--- config.mk ---
export PLATFORM = sky130hd
export DESIGN_NAME = ram_sync_master_flat
export DESIGN_NICKNAME = d
export VERILOG_FILES = /design/src/rtl/ram_sync_master_if.sv /design/src/rtl/ram_sync_master.sv /design/src/flat_wrapper.sv
export SDC_FILE = /design/constraint.sdc
export NUM_CORES = 1
export LEC_CHECK = 0
export ABC_AREA = 1
export CORE_MARGIN = 3
export CORE_UTILIZATION = 40
export DETAILED_ROUTE_END_ITERATION = 8
export PLACE_DENSITY_LB_ADDON = 0.1
export SLEW_MARGIN = 20
export SYNTH_ARGS = -nofsm -noshare
export SYNTH_HDL_FRONTEND = slang
export SYNTH_SLANG_ARGS = --single-unit
--- constraint.sdc ---
create_clock -name clk -period 2.7 [get_ports clk]
set_clock_uncertainty 0.15 [all_clocks]
set_input_delay 0.27 -clock clk [delete_from_list [all_inputs] [get_ports clk]]
set_output_delay 0.27 -clock clk [all_outputs]
set_load 0.02 [all_outputs]
--- src/rtl/ram_sync_master_if.sv ---
// Bus bundle between ram_sync_master, its command/data agents and the synchronous RAM.
// The master modport is the controller's view; slave is the view of everything around it.
interface ram_sync_master_if #(
    parameter int ADDR_W = 6,
    parameter int DATA_W = 32
);
    logic              cmd_valid;
    logic              cmd_ready;
    logic              cmd_write;
    logic [ADDR_W-1:0] cmd_addr;
    logic [ADDR_W-1:0] cmd_len;
    logic              wr_valid;
    logic              wr_ready;
    logic [DATA_W-1:0] wr_data;
    logic              rd_valid;
    logic              rd_ready;
    logic [DATA_W-1:0] rd_data;
    logic              busy;
    logic              done;
    logic              err;
    logic              mem_writeOn;
    logic [ADDR_W-1:0] mem_address;
    logic [DATA_W-1:0] mem_data_in;
    logic [DATA_W-1:0] mem_data_out;

    modport master (
        input  cmd_valid, cmd_write, cmd_addr, cmd_len,
        input  wr_valid, wr_data, rd_ready, mem_data_out,
        output cmd_ready, wr_ready, rd_valid, rd_data,
        output busy, done, err, mem_writeOn, mem_address, mem_data_in
    );

    modport slave (
        output cmd_valid, cmd_write, cmd_addr, cmd_len,
        output wr_valid, wr_data, rd_ready, mem_data_out,
        input  cmd_ready, wr_ready, rd_valid, rd_data,
        input  busy, done, err, mem_writeOn, mem_address, mem_data_in
    );
endinterface

--- src/rtl/ram_sync_master.sv ---
// Burst controller that owns every port of the synchronous single-port RAM.
// Define RAM_READ_PIPE_EN for the streaming read path (2-entry FIFO, 1 beat/clk).
module ram_sync_master #(
    parameter int ADDR_W = 6,
    parameter int DATA_W = 32,
    parameter int DEPTH  = 32
) (
    input  logic              clk,
    input  logic              rst_n,
    ram_sync_master_if.master bus
);
    typedef enum logic [2:0] {IDLE, WR, RD_ADDR, RD_WAIT, RD_OUT, FIN} state_t;

    localparam logic [ADDR_W-1:0] LAST_ADDR = ADDR_W'(DEPTH - 1);
    localparam logic [ADDR_W:0]   DEPTH_EXT = (ADDR_W + 1)'(DEPTH);

    state_t            state, state_n;
    logic [ADDR_W-1:0] addr, addr_n;
    logic [ADDR_W-1:0] remaining, remaining_n;
    logic              err_q, err_n;

`ifdef RAM_READ_PIPE_EN
    logic [DATA_W-1:0] fifo [2];
    logic [1:0]        occ, occ_n;
    logic              wptr, rptr;
    logic              inflight;
    logic              push, pop, issue;
    logic [2:0]        load;
    logic [ADDR_W:0]   issue_left, issue_left_n;
`else
    logic [DATA_W-1:0] rd_data_q, rd_data_n;
`endif

    function automatic logic [ADDR_W-1:0] next_addr(input logic [ADDR_W-1:0] a);
        return (a == LAST_ADDR) ? '0 : a + 1'b1;
    endfunction

    always_ff @(posedge clk or negedge rst_n) begin
        if (!rst_n) begin
            state     <= IDLE;
            addr      <= '0;
            remaining <= '0;
            err_q     <= 1'b0;
`ifdef RAM_READ_PIPE_EN
            fifo[0]    <= '0;
            fifo[1]    <= '0;
            occ        <= 2'd0;
            wptr       <= 1'b0;
            rptr       <= 1'b0;
            inflight   <= 1'b0;
            issue_left <= '0;
`else
            rd_data_q <= '0;
`endif
        end else begin
            state     <= state_n;
            addr      <= addr_n;
            remaining <= remaining_n;
            err_q     <= err_n;
`ifdef RAM_READ_PIPE_EN
            occ        <= occ_n;
            inflight   <= issue;
            issue_left <= issue_left_n;
            if (push) begin
                fifo[wptr] <= bus.mem_data_out;
                wptr       <= ~wptr;
            end
            if (pop) begin
                rptr <= ~rptr;
            end
`else
            rd_data_q <= rd_data_n;
`endif
        end
    end

    // RAM strobes are gated by state so a reset or a stray beat can never write.
    always_comb begin
        state_n         = state;
        addr_n          = addr;
        remaining_n     = remaining;
        err_n           = err_q;
        bus.cmd_ready   = (state == IDLE);
        bus.busy        = (state != IDLE);
        bus.done        = (state == FIN);
        bus.err         = (state == FIN) && err_q;
        bus.wr_ready    = (state == WR);
        bus.mem_writeOn = (state == WR) && bus.wr_valid;
        bus.mem_address = addr;
        bus.mem_data_in = (state == WR) ? bus.wr_data : '0;
`ifdef RAM_READ_PIPE_EN
        // An address may issue whenever the FIFO still has room after this cycle's pop.
        push         = inflight;
        pop          = (state == RD_OUT) && (occ != 2'd0) && bus.rd_ready;
        load         = {1'b0, occ} + {2'b00, inflight};
        issue        = (state == RD_OUT) && (issue_left != '0) && (load < (3'd2 + {2'b00, pop}));
        occ_n        = occ + {1'b0, push} - {1'b0, pop};
        issue_left_n = issue_left;
        bus.rd_valid = (state == RD_OUT) && (occ != 2'd0);
        bus.rd_data  = fifo[rptr];
`else
        rd_data_n    = rd_data_q;
        bus.rd_valid = (state == RD_OUT);
        bus.rd_data  = rd_data_q;
`endif
        case (state)
            IDLE: begin
                if (bus.cmd_valid) begin
                    addr_n      = bus.cmd_addr;
                    remaining_n = bus.cmd_len;
                    err_n       = ({1'b0, bus.cmd_addr} >= DEPTH_EXT);
                    if (err_n) begin
                        state_n = FIN;
                    end else if (bus.cmd_write) begin
                        state_n = WR;
                    end else begin
`ifdef RAM_READ_PIPE_EN
                        issue_left_n = {1'b0, bus.cmd_len} + 1'b1;
                        state_n      = RD_OUT;
`else
                        state_n = RD_ADDR;
`endif
                    end
                end
            end
            WR: begin
                if (bus.wr_valid) begin
                    addr_n = next_addr(addr);
                    if (remaining == '0) begin
                        state_n = FIN;
                    end else begin
                        remaining_n = remaining - 1'b1;
                    end
                end
            end
            RD_ADDR: begin
                state_n = RD_WAIT;
            end
            RD_WAIT: begin
`ifndef RAM_READ_PIPE_EN
                rd_data_n = bus.mem_data_out;
`endif
                state_n = RD_OUT;
            end
            RD_OUT: begin
`ifdef RAM_READ_PIPE_EN
                if (issue) begin
                    addr_n       = next_addr(addr);
                    issue_left_n = issue_left - 1'b1;
                end
                if ((issue_left == '0) && !inflight && (occ_n == 2'd0)) begin
                    state_n = FIN;
                end
`else
                if (bus.rd_ready) begin
                    if (remaining == '0) begin
                        state_n = FIN;
                    end else begin
                        addr_n      = next_addr(addr);
                        remaining_n = remaining - 1'b1;
                        state_n     = RD_ADDR;
                    end
                end
`endif
            end
            FIN: begin
                state_n = IDLE;
            end
            default: begin
                state_n = IDLE;
            end
        endcase
    end
endmodule

--- src/flat_wrapper.sv ---
// flat-port wrapper written by rule: the top's interface ports become plain ports
module ram_sync_master_flat 
#(
    parameter int ADDR_W = 6,
    parameter int DATA_W = 32,
    parameter int DEPTH  = 32
)
  (clk, rst_n, bus_cmd_valid, bus_cmd_write, bus_cmd_addr, bus_cmd_len, bus_wr_valid, bus_wr_data, bus_rd_ready, bus_mem_data_out, bus_cmd_ready, bus_wr_ready, bus_rd_valid, bus_rd_data, bus_busy, bus_done, bus_err, bus_mem_writeOn, bus_mem_address, bus_mem_data_in);
  ram_sync_master_if #(.ADDR_W(ADDR_W), .DATA_W(DATA_W)) bus_i ();
  input  logic clk;
  input  logic rst_n;
  input wire logic [$bits(bus_i.cmd_valid)-1:0] bus_cmd_valid;
  input wire logic [$bits(bus_i.cmd_write)-1:0] bus_cmd_write;
  input wire logic [$bits(bus_i.cmd_addr)-1:0] bus_cmd_addr;
  input wire logic [$bits(bus_i.cmd_len)-1:0] bus_cmd_len;
  input wire logic [$bits(bus_i.wr_valid)-1:0] bus_wr_valid;
  input wire logic [$bits(bus_i.wr_data)-1:0] bus_wr_data;
  input wire logic [$bits(bus_i.rd_ready)-1:0] bus_rd_ready;
  input wire logic [$bits(bus_i.mem_data_out)-1:0] bus_mem_data_out;
  output wire logic [$bits(bus_i.cmd_ready)-1:0] bus_cmd_ready;
  output wire logic [$bits(bus_i.wr_ready)-1:0] bus_wr_ready;
  output wire logic [$bits(bus_i.rd_valid)-1:0] bus_rd_valid;
  output wire logic [$bits(bus_i.rd_data)-1:0] bus_rd_data;
  output wire logic [$bits(bus_i.busy)-1:0] bus_busy;
  output wire logic [$bits(bus_i.done)-1:0] bus_done;
  output wire logic [$bits(bus_i.err)-1:0] bus_err;
  output wire logic [$bits(bus_i.mem_writeOn)-1:0] bus_mem_writeOn;
  output wire logic [$bits(bus_i.mem_address)-1:0] bus_mem_address;
  output wire logic [$bits(bus_i.mem_data_in)-1:0] bus_mem_data_in;
  assign bus_i.cmd_valid = bus_cmd_valid;
  assign bus_i.cmd_write = bus_cmd_write;
  assign bus_i.cmd_addr = bus_cmd_addr;
  assign bus_i.cmd_len = bus_cmd_len;
  assign bus_i.wr_valid = bus_wr_valid;
  assign bus_i.wr_data = bus_wr_data;
  assign bus_i.rd_ready = bus_rd_ready;
  assign bus_i.mem_data_out = bus_mem_data_out;
  assign bus_cmd_ready = bus_i.cmd_ready;
  assign bus_wr_ready = bus_i.wr_ready;
  assign bus_rd_valid = bus_i.rd_valid;
  assign bus_rd_data = bus_i.rd_data;
  assign bus_busy = bus_i.busy;
  assign bus_done = bus_i.done;
  assign bus_err = bus_i.err;
  assign bus_mem_writeOn = bus_i.mem_writeOn;
  assign bus_mem_address = bus_i.mem_address;
  assign bus_mem_data_in = bus_i.mem_data_in;
  ram_sync_master #(.ADDR_W(ADDR_W), .DATA_W(DATA_W), .DEPTH(DEPTH)) u_core (.clk(clk), .rst_n(rst_n), .bus(bus_i));
endmodule
==> key figures, run 1 <==
Run status
  • Status: complete, no violations

CTS
  • Reg clk slew, reported paths: 0.09 ns
  • Post-CTS Setup Bufs: 0
  • Sink Count: 48
  • Maximum root-to-sink buffer count: 2
  • # H-tree levels: 2
  • Later-pin clock latency in the skew report: 0.29 ns
  • Clk Tree Root Cell: clkbuf_8
  • CTS tree: yes
  • # resized after CTS: 0
  • CTS Buf Count: 5

Drt
  • Post-route ant nets: 0
  • Iter 0 DRT Violations: 96
  • DRT Wirelength: 7200 um
  • Routed length per instance: around 13 um
  • DR vias/cell: 4.58
  • Routed via count: 2519
  • First-pass DRT Iterations: 4
  • DRC: 0

Finish
  • Most frequent cells in the layout: clkdlybuf4s50_1, nand2_1, inv_1, nor2_1, dfrtp_1
  • NumNets Final: 558
  • Antenna Cells: 0
  • Area Growth Syn to Fin: 68.7%
  • Leading cell type in the layout, fill and taps excluded: clkdlybuf4s50_1
  • Share of cells above drive strength 1: 9.89%
  • Fill cells: 470
  • Final Non-Filler Cells: 550

Placement
  • DP Wirelength: 5690 um
  • GP Congestion: 0.855
  • Port Buf Inserts: 158
  • Inst Count DP: ~540

STA
  • Worst slew pin tran: 0.683 ns
  • Worst slew margin: a little over half
  • Setup-failing EPs final: 0
  • Total Neg Setup Slack: 0 ns
  • Slew Limit Fails: 0
  • Highest Clock Rate: 401 MHz
  • Final Cycle Share: 92.3%
  • Final Critical Period: between 2 and 2.5 ns
  • Worst Hold Margin: 0.278 ns
  • RSZ-0062 raised after global routing: false
  • Final Hold Vio Count: 0

Floorplan
  • Die X: approximately 86 um
  • Row count: 28
  • Initial core utilization: 42.3%
  • Chip Height: approximately 86 um
  • DIE AREA: 7450 sq um
  • Core Footprint: 6100 sq um
  • Ports: 159

Logic synthesis
  • Sequential area share after synthesis: 46.6%
  • Largest cells by area after synthesis: dfrtp_1, mux2_2, nand2_1
  • Area leader, netlist: dfrtp_1
  • Number of distinct library cells after synthesis: 24
  • Synth top area share: a little under half
  • Synth Warn #: 0
  • Post-Syn Instances: 315
  • Syn avg cell area: slightly above 8 sq um
  • Post-synth net total: 399
  • Syn Std Cell Area: about 2600 sq um
  • Number of synthesized register bits: 48

Power
  • Power Internal: 2.61 mW
  • Worst vdd ir: 679 uV
  • PwrDens: 1010 nW/um^2
  • P_leak: 2.07 nW
  • Clk pwr share: around an eighth
  • Sequential share of power: 29.1%
  • Sw Share: 40.3%
  • P_sw: 1.76 mW
  • Combinational power share: 58.5%

Global route
  • First-pass GRT wire length: between 10000 and 15000 um
  • GRT busiest layer: met2
  • Largest net degree at the start of global routing: 38
  • Total grt overflow: 0
  • M3 GR Usage: 7.03%
  • Number of global-route vias before repair: between 2k and 3k
  • Global Route met1 Usage: about 23%
  • Initial antenna violation count: 0
  • Tot GR Track Use: 19.1%
  • Met2 Use GR: 32.1%

Setup path
  • CP cell instances: inv_2 > nand3_4 > inv_1 > clkdlybuf4s50_1
  • Critical-path top delay cell: clkdlybuf4s50_1
  • CP Capture Type: output pin
  • CP max stage delay: between 0.6 and 0.7 ns
  • R2R setup slack: approximately 0.64 ns
  • Setup Crit Path Kind: reg -> out
  • Crit start category: flop
  • CP Max Fanout: 37
  • WP data required: 2.28 ns
  • Worst EP arrival: ~2.1 ns
  • Buffers and inverters on the worst path: 3
  • CP top delay family: buffers and inverters

Hold path
  • HP Class: in -> async

Flow run
  • MaxCap Viol Count: 0
[metrics by stage]
stage	cell area (sq um)	utilization [%]	total power, mW	worst slack [ns]
floorplan	2580	-	2.72	1.12
finish	4350	71.4	4.38	0.207
global route	4350	71.4	4.69	0.0362
detailed placement	4220	69.2	3.87	0.537
CTS	4350	71.4	4.42	0.203
global placement	4220	69.2	3.81	0.577
[layout make-up]
class	instances	area [sq um]	share of cell area (%)
well taps	75	93.8	2.16
repair buffers	161	1610	37.1
flip-flops and latches	48	1200	27.6
clock inverters	2	38.8	0.892
multi-input cells	206	1120	25.9
clock buffers	6	82.6	1.90
inverters	52	195	4.49
[cell families (layout without fill, tap and decap cells)]
logic type      after synthesis  in the layout  synth area share (%)
simple gates                151            151                  23.7
mux                          32             32                  14.0
flops                        48             48                  46.6
compound gates               15             15                  2.91
xor+xnor                      6              6                  2.04
fa+ha+maj                     2              2                 0.970
buf+inv                      61            221                  9.80
[metal layers]
metal  wire [um]  vias up
li1            -     1274
met1        2910     1113
met2        3460      124
met3         733        8
met4          96        0
met5           0        -
[worst reg2reg max path, cell delays in order, from the launching register on]
cell and delay, ns:
dfrtp_1 0.46, inv_2 0.15, nand3_1 0.50, buf_12 0.38
mux2_1 0.32
[power by group through the flow]
stage | clock, mW | sequential (mW) | combinational, mW
after CTS | 0.555 | 1.28 | 2.59
after floorplan | 0 | 1.62 | 1.10
after detailed placement | 0 | 1.29 | 2.58
final | 0.541 | 1.28 | 2.56
after global routing | 0.584 | 1.33 | 2.78
after global placement | 0 | 1.27 | 2.54
[synth_stat cells]
cell,instances
nand2_1,84
inv_1,49
nor2_1,49
dfrtp_1,48
mux2_2,29
nand3_1,11
o21ai_0,7
o21ai_1,6
buf_4,4
clkbuf_1,3
inv_2,3
mux2_1,3
xnor2_1,3
xor2_1,3
a21oi_1,2
ha_1,2
nor2_2,2
buf_2,1
buf_6,1
nand3_4,1
nand3b_1,1
nand4_1,1
nor3b_1,1
or2_2,1
[sequential cells by signal, indices dropped and copies added, names as in the netlist]
| signal | flops |
|---|---|
| u_core.state | 3 |
| u_core.remaining | 6 |
| u_core.bus.mem_address | 6 |
| u_core.err_q | 1 |
| u_core.bus.rd_data | 32 |
[worst paths after layout]
check                                       start                        end  cells after the start
max                               u_core.state[2]               bus_wr_ready                      4
min                                         rst_n  u_core.bus.mem_address[2]                      2
max reg2reg                       u_core.state[2]     u_core.bus.rd_data[27]                      4
min reg2reg                u_core.bus.rd_data[18]     u_core.bus.rd_data[18]                      1
max in group asynchronous                   rst_n      u_core.bus.rd_data[7]                      3
min in group clk           u_core.bus.rd_data[18]     u_core.bus.rd_data[18]                      1
[repair_timing]
item                       4_1_cts  5_1_grt
setup endpoints to repair        0        0
hold buffers                     1        0
hold endpoints to repair        16        0
No activity file was read; power rests on OpenSTA's default activity.
==> run 2, diff against run 1 <==
PLACE_DENSITY = 0.86   (was unset)
PLACE_DENSITY_LB_ADDON = unset   (was 0.1)
==> run 2 against run 1 <==
Total power is 2.6% higher. Worst hold slack better by 0.070 ns. Largest cell class unchanged. Clock-buffer cell count is 1 lower. Sequential power hardly changed. Setup slack worse by 0.030 ns. Via count is 1.7% higher. Non-clock buffer count is 1 lower. Sequential share of layout area is 0.055 points lower. Final cell count stayed put. Combinational power hardly changed. Sequential cell count stayed put. Cell area is 0.20% higher.
==> key figures, run 2 (synthesized netlist as in run 1, its figures left out) <==
Run status
  • Status: complete, no violations

CTS
  • CTS Buf Count: 5
  • Sink Count: 48
  • Clk Tree Root Cell: clkbuf_8
  • # H-tree levels: 2
  • CTS tree: yes
  • # resized after CTS: 0
  • Later-pin clock latency in the skew report: 0.30 ns
  • Reg clk slew, reported paths: 0.10 ns
  • Maximum root-to-sink buffer count: 2
  • Post-CTS Setup Bufs: 0

Finish
  • Share of cells above drive strength 1: 9.89%
  • Final Non-Filler Cells: 550
  • Sequential cell area: 1200 sq um
  • Leading cell type in the layout, fill and taps excluded: clkdlybuf4s50_1
  • Most frequent cells in the layout: clkdlybuf4s50_1, nand2_1, inv_1, nor2_1, dfrtp_1
  • Antenna Cells: 0
  • Max reg flops: 32
  • Post-layout util: 71.5%
  • Fill cells: roughly 470
  • Area Growth Syn to Fin: 69.0%
  • Multi-input gate area: 1130 sq um
  • NumNets Final: roughly 560

Setup path
  • Worst EP arrival: 2.10 ns
  • R2r worst-path depth: 7
  • R2R setup slack: ~0.65 ns
  • Crit start category: flop
  • Setup Crit Path Kind: reg -> out
  • WP data required: 2.28 ns
  • CP Capture Type: output pin
  • CP Max Fanout: 18

Drt
  • Routed length per instance: roughly 14 um
  • DRC: 0
  • Iter 0 DRT Violations: 89
  • Post-route ant nets: 0
  • DRT Wirelength: approximately 7600 um
  • Routed via count: 2561
  • First-pass DRT Iterations: 4
  • DR vias/cell: between 4 and 5

STA
  • RSZ-0062 raised after global routing: false
  • Total Neg Setup Slack: 0 ns
  • Final Cycle Share: between 90% and 100%
  • Setup-failing EPs final: 0
  • Worst slew margin: roughly 57%
  • Slew Limit Fails: 0
  • Final Hold Vio Count: 0
  • Final Critical Period: 2.52 ns
  • Worst slew pin tran: 0.648 ns
  • Highest Clock Rate: about 400 MHz
  • Setup ws final: between 0.15 and 0.2 ns

Hold path
  • HP Class: reg -> reg
  • WHS Path Cells: 1

Floorplan
  • DIE AREA: 7450 sq um
  • Chip Height: between 80 and 90 um
  • Ports: between 150 and 200
  • Initial core utilization: 42.3%
  • Die X: 86.3 um
  • Row count: 28
  • Core Footprint: 6100 sq um

Placement
  • DP Wirelength: 5910 um
  • Post-place setup slack: approximately 0.45 ns
  • GP Congestion: 0.829
  • Port Buf Inserts: 158
  • Inst Count DP: 540

Global route
  • Total grt overflow: 0
  • Number of global-route vias before repair: 2598
  • Tot GR Track Use: 19.9%
  • First-pass GRT wire length: 11800 um
  • Largest net degree at the start of global routing: 49
  • Initial antenna violation count: 0

Power
  • PwrDens: 1030 nW/um^2
  • Pwr Total: 4.49 mW
  • Worst vdd ir: 610 uV
  • P_leak: 2.08 nW

Flow run
  • MaxCap Viol Count: 0
run 2: cell types whose count changed in the layout (fill, tap and decap cells not counted), sizes merged:
cell,before,now
buf,3,2
bufinv,1,2
clkbuf,6,5
clkinv,1,0
inv,52,53
nand3,12,13
run 2: cell type report:
cell class | count | share of cell area [%]
timing repair buffer | 160 | 36.6
sequential | 48 | 27.6
multi-input combinational | 207 | 26.0
inverter | 52 | 4.48
tap | 75 | 2.15
clock buffer | 5 | 1.58
clock inverter | 3 | 1.58
run 2: layer usage:
metal / share of wire [%] / wire length, um / global-route usage (%)
met5: 0 / 0 / 0
met4: 1.6 / 123 / 6.94
met3: 8.3 / 627 / 5.61
met2: 50 / 3800 / 35.4
met1: 40 / 3020 / 23.0
run 2: repair_timing:
action | 4_1_cts | 5_1_grt
endpoints found under the hold margin | 0 | 48
endpoints found under the setup margin | 0 | 1
hold buffers | 0 | 1
run 2: final timing paths:
kind                                        start                         to
setup / recovery                  u_core.state[2]        bus_mem_data_in[27]
hold / removal             u_core.bus.rd_data[27]     u_core.bus.rd_data[27]
setup reg to reg                  u_core.state[0]        u_core.remaining[1]
hold reg to reg            u_core.bus.rd_data[27]     u_core.bus.rd_data[27]
max in group asynchronous                   rst_n        u_core.remaining[0]
min in group asynchronous                   rst_n  u_core.bus.mem_address[4]
run 2: metrics by stage:
step	cell area (sq um)	hold slack, ns
global placement	4200	0.323
global route	4360	0.376
finish	4360	0.348
CTS	4340	0.0360
detailed placement	4200	0.331
floorplan	2580	-0.176
run 2: worst max-delay path, cell delays in order, from the launching register on:
cell and delay (ns):
dfrtp_1 0.46, inv_2 0.19, nand3_2 0.33, nor2_1 0.19, clkdlybuf4s50_1 0.63
run 2: where the power goes:
part / switching [mW] / internal [mW] / leakage (nW)
logic: 1.33 / 1.25 / 1.44
registers: 0.215 / 1.06 / 0.573
clock network: 0.257 / 0.373 / 0.0687
total: 1.81 / 2.68 / 2.08
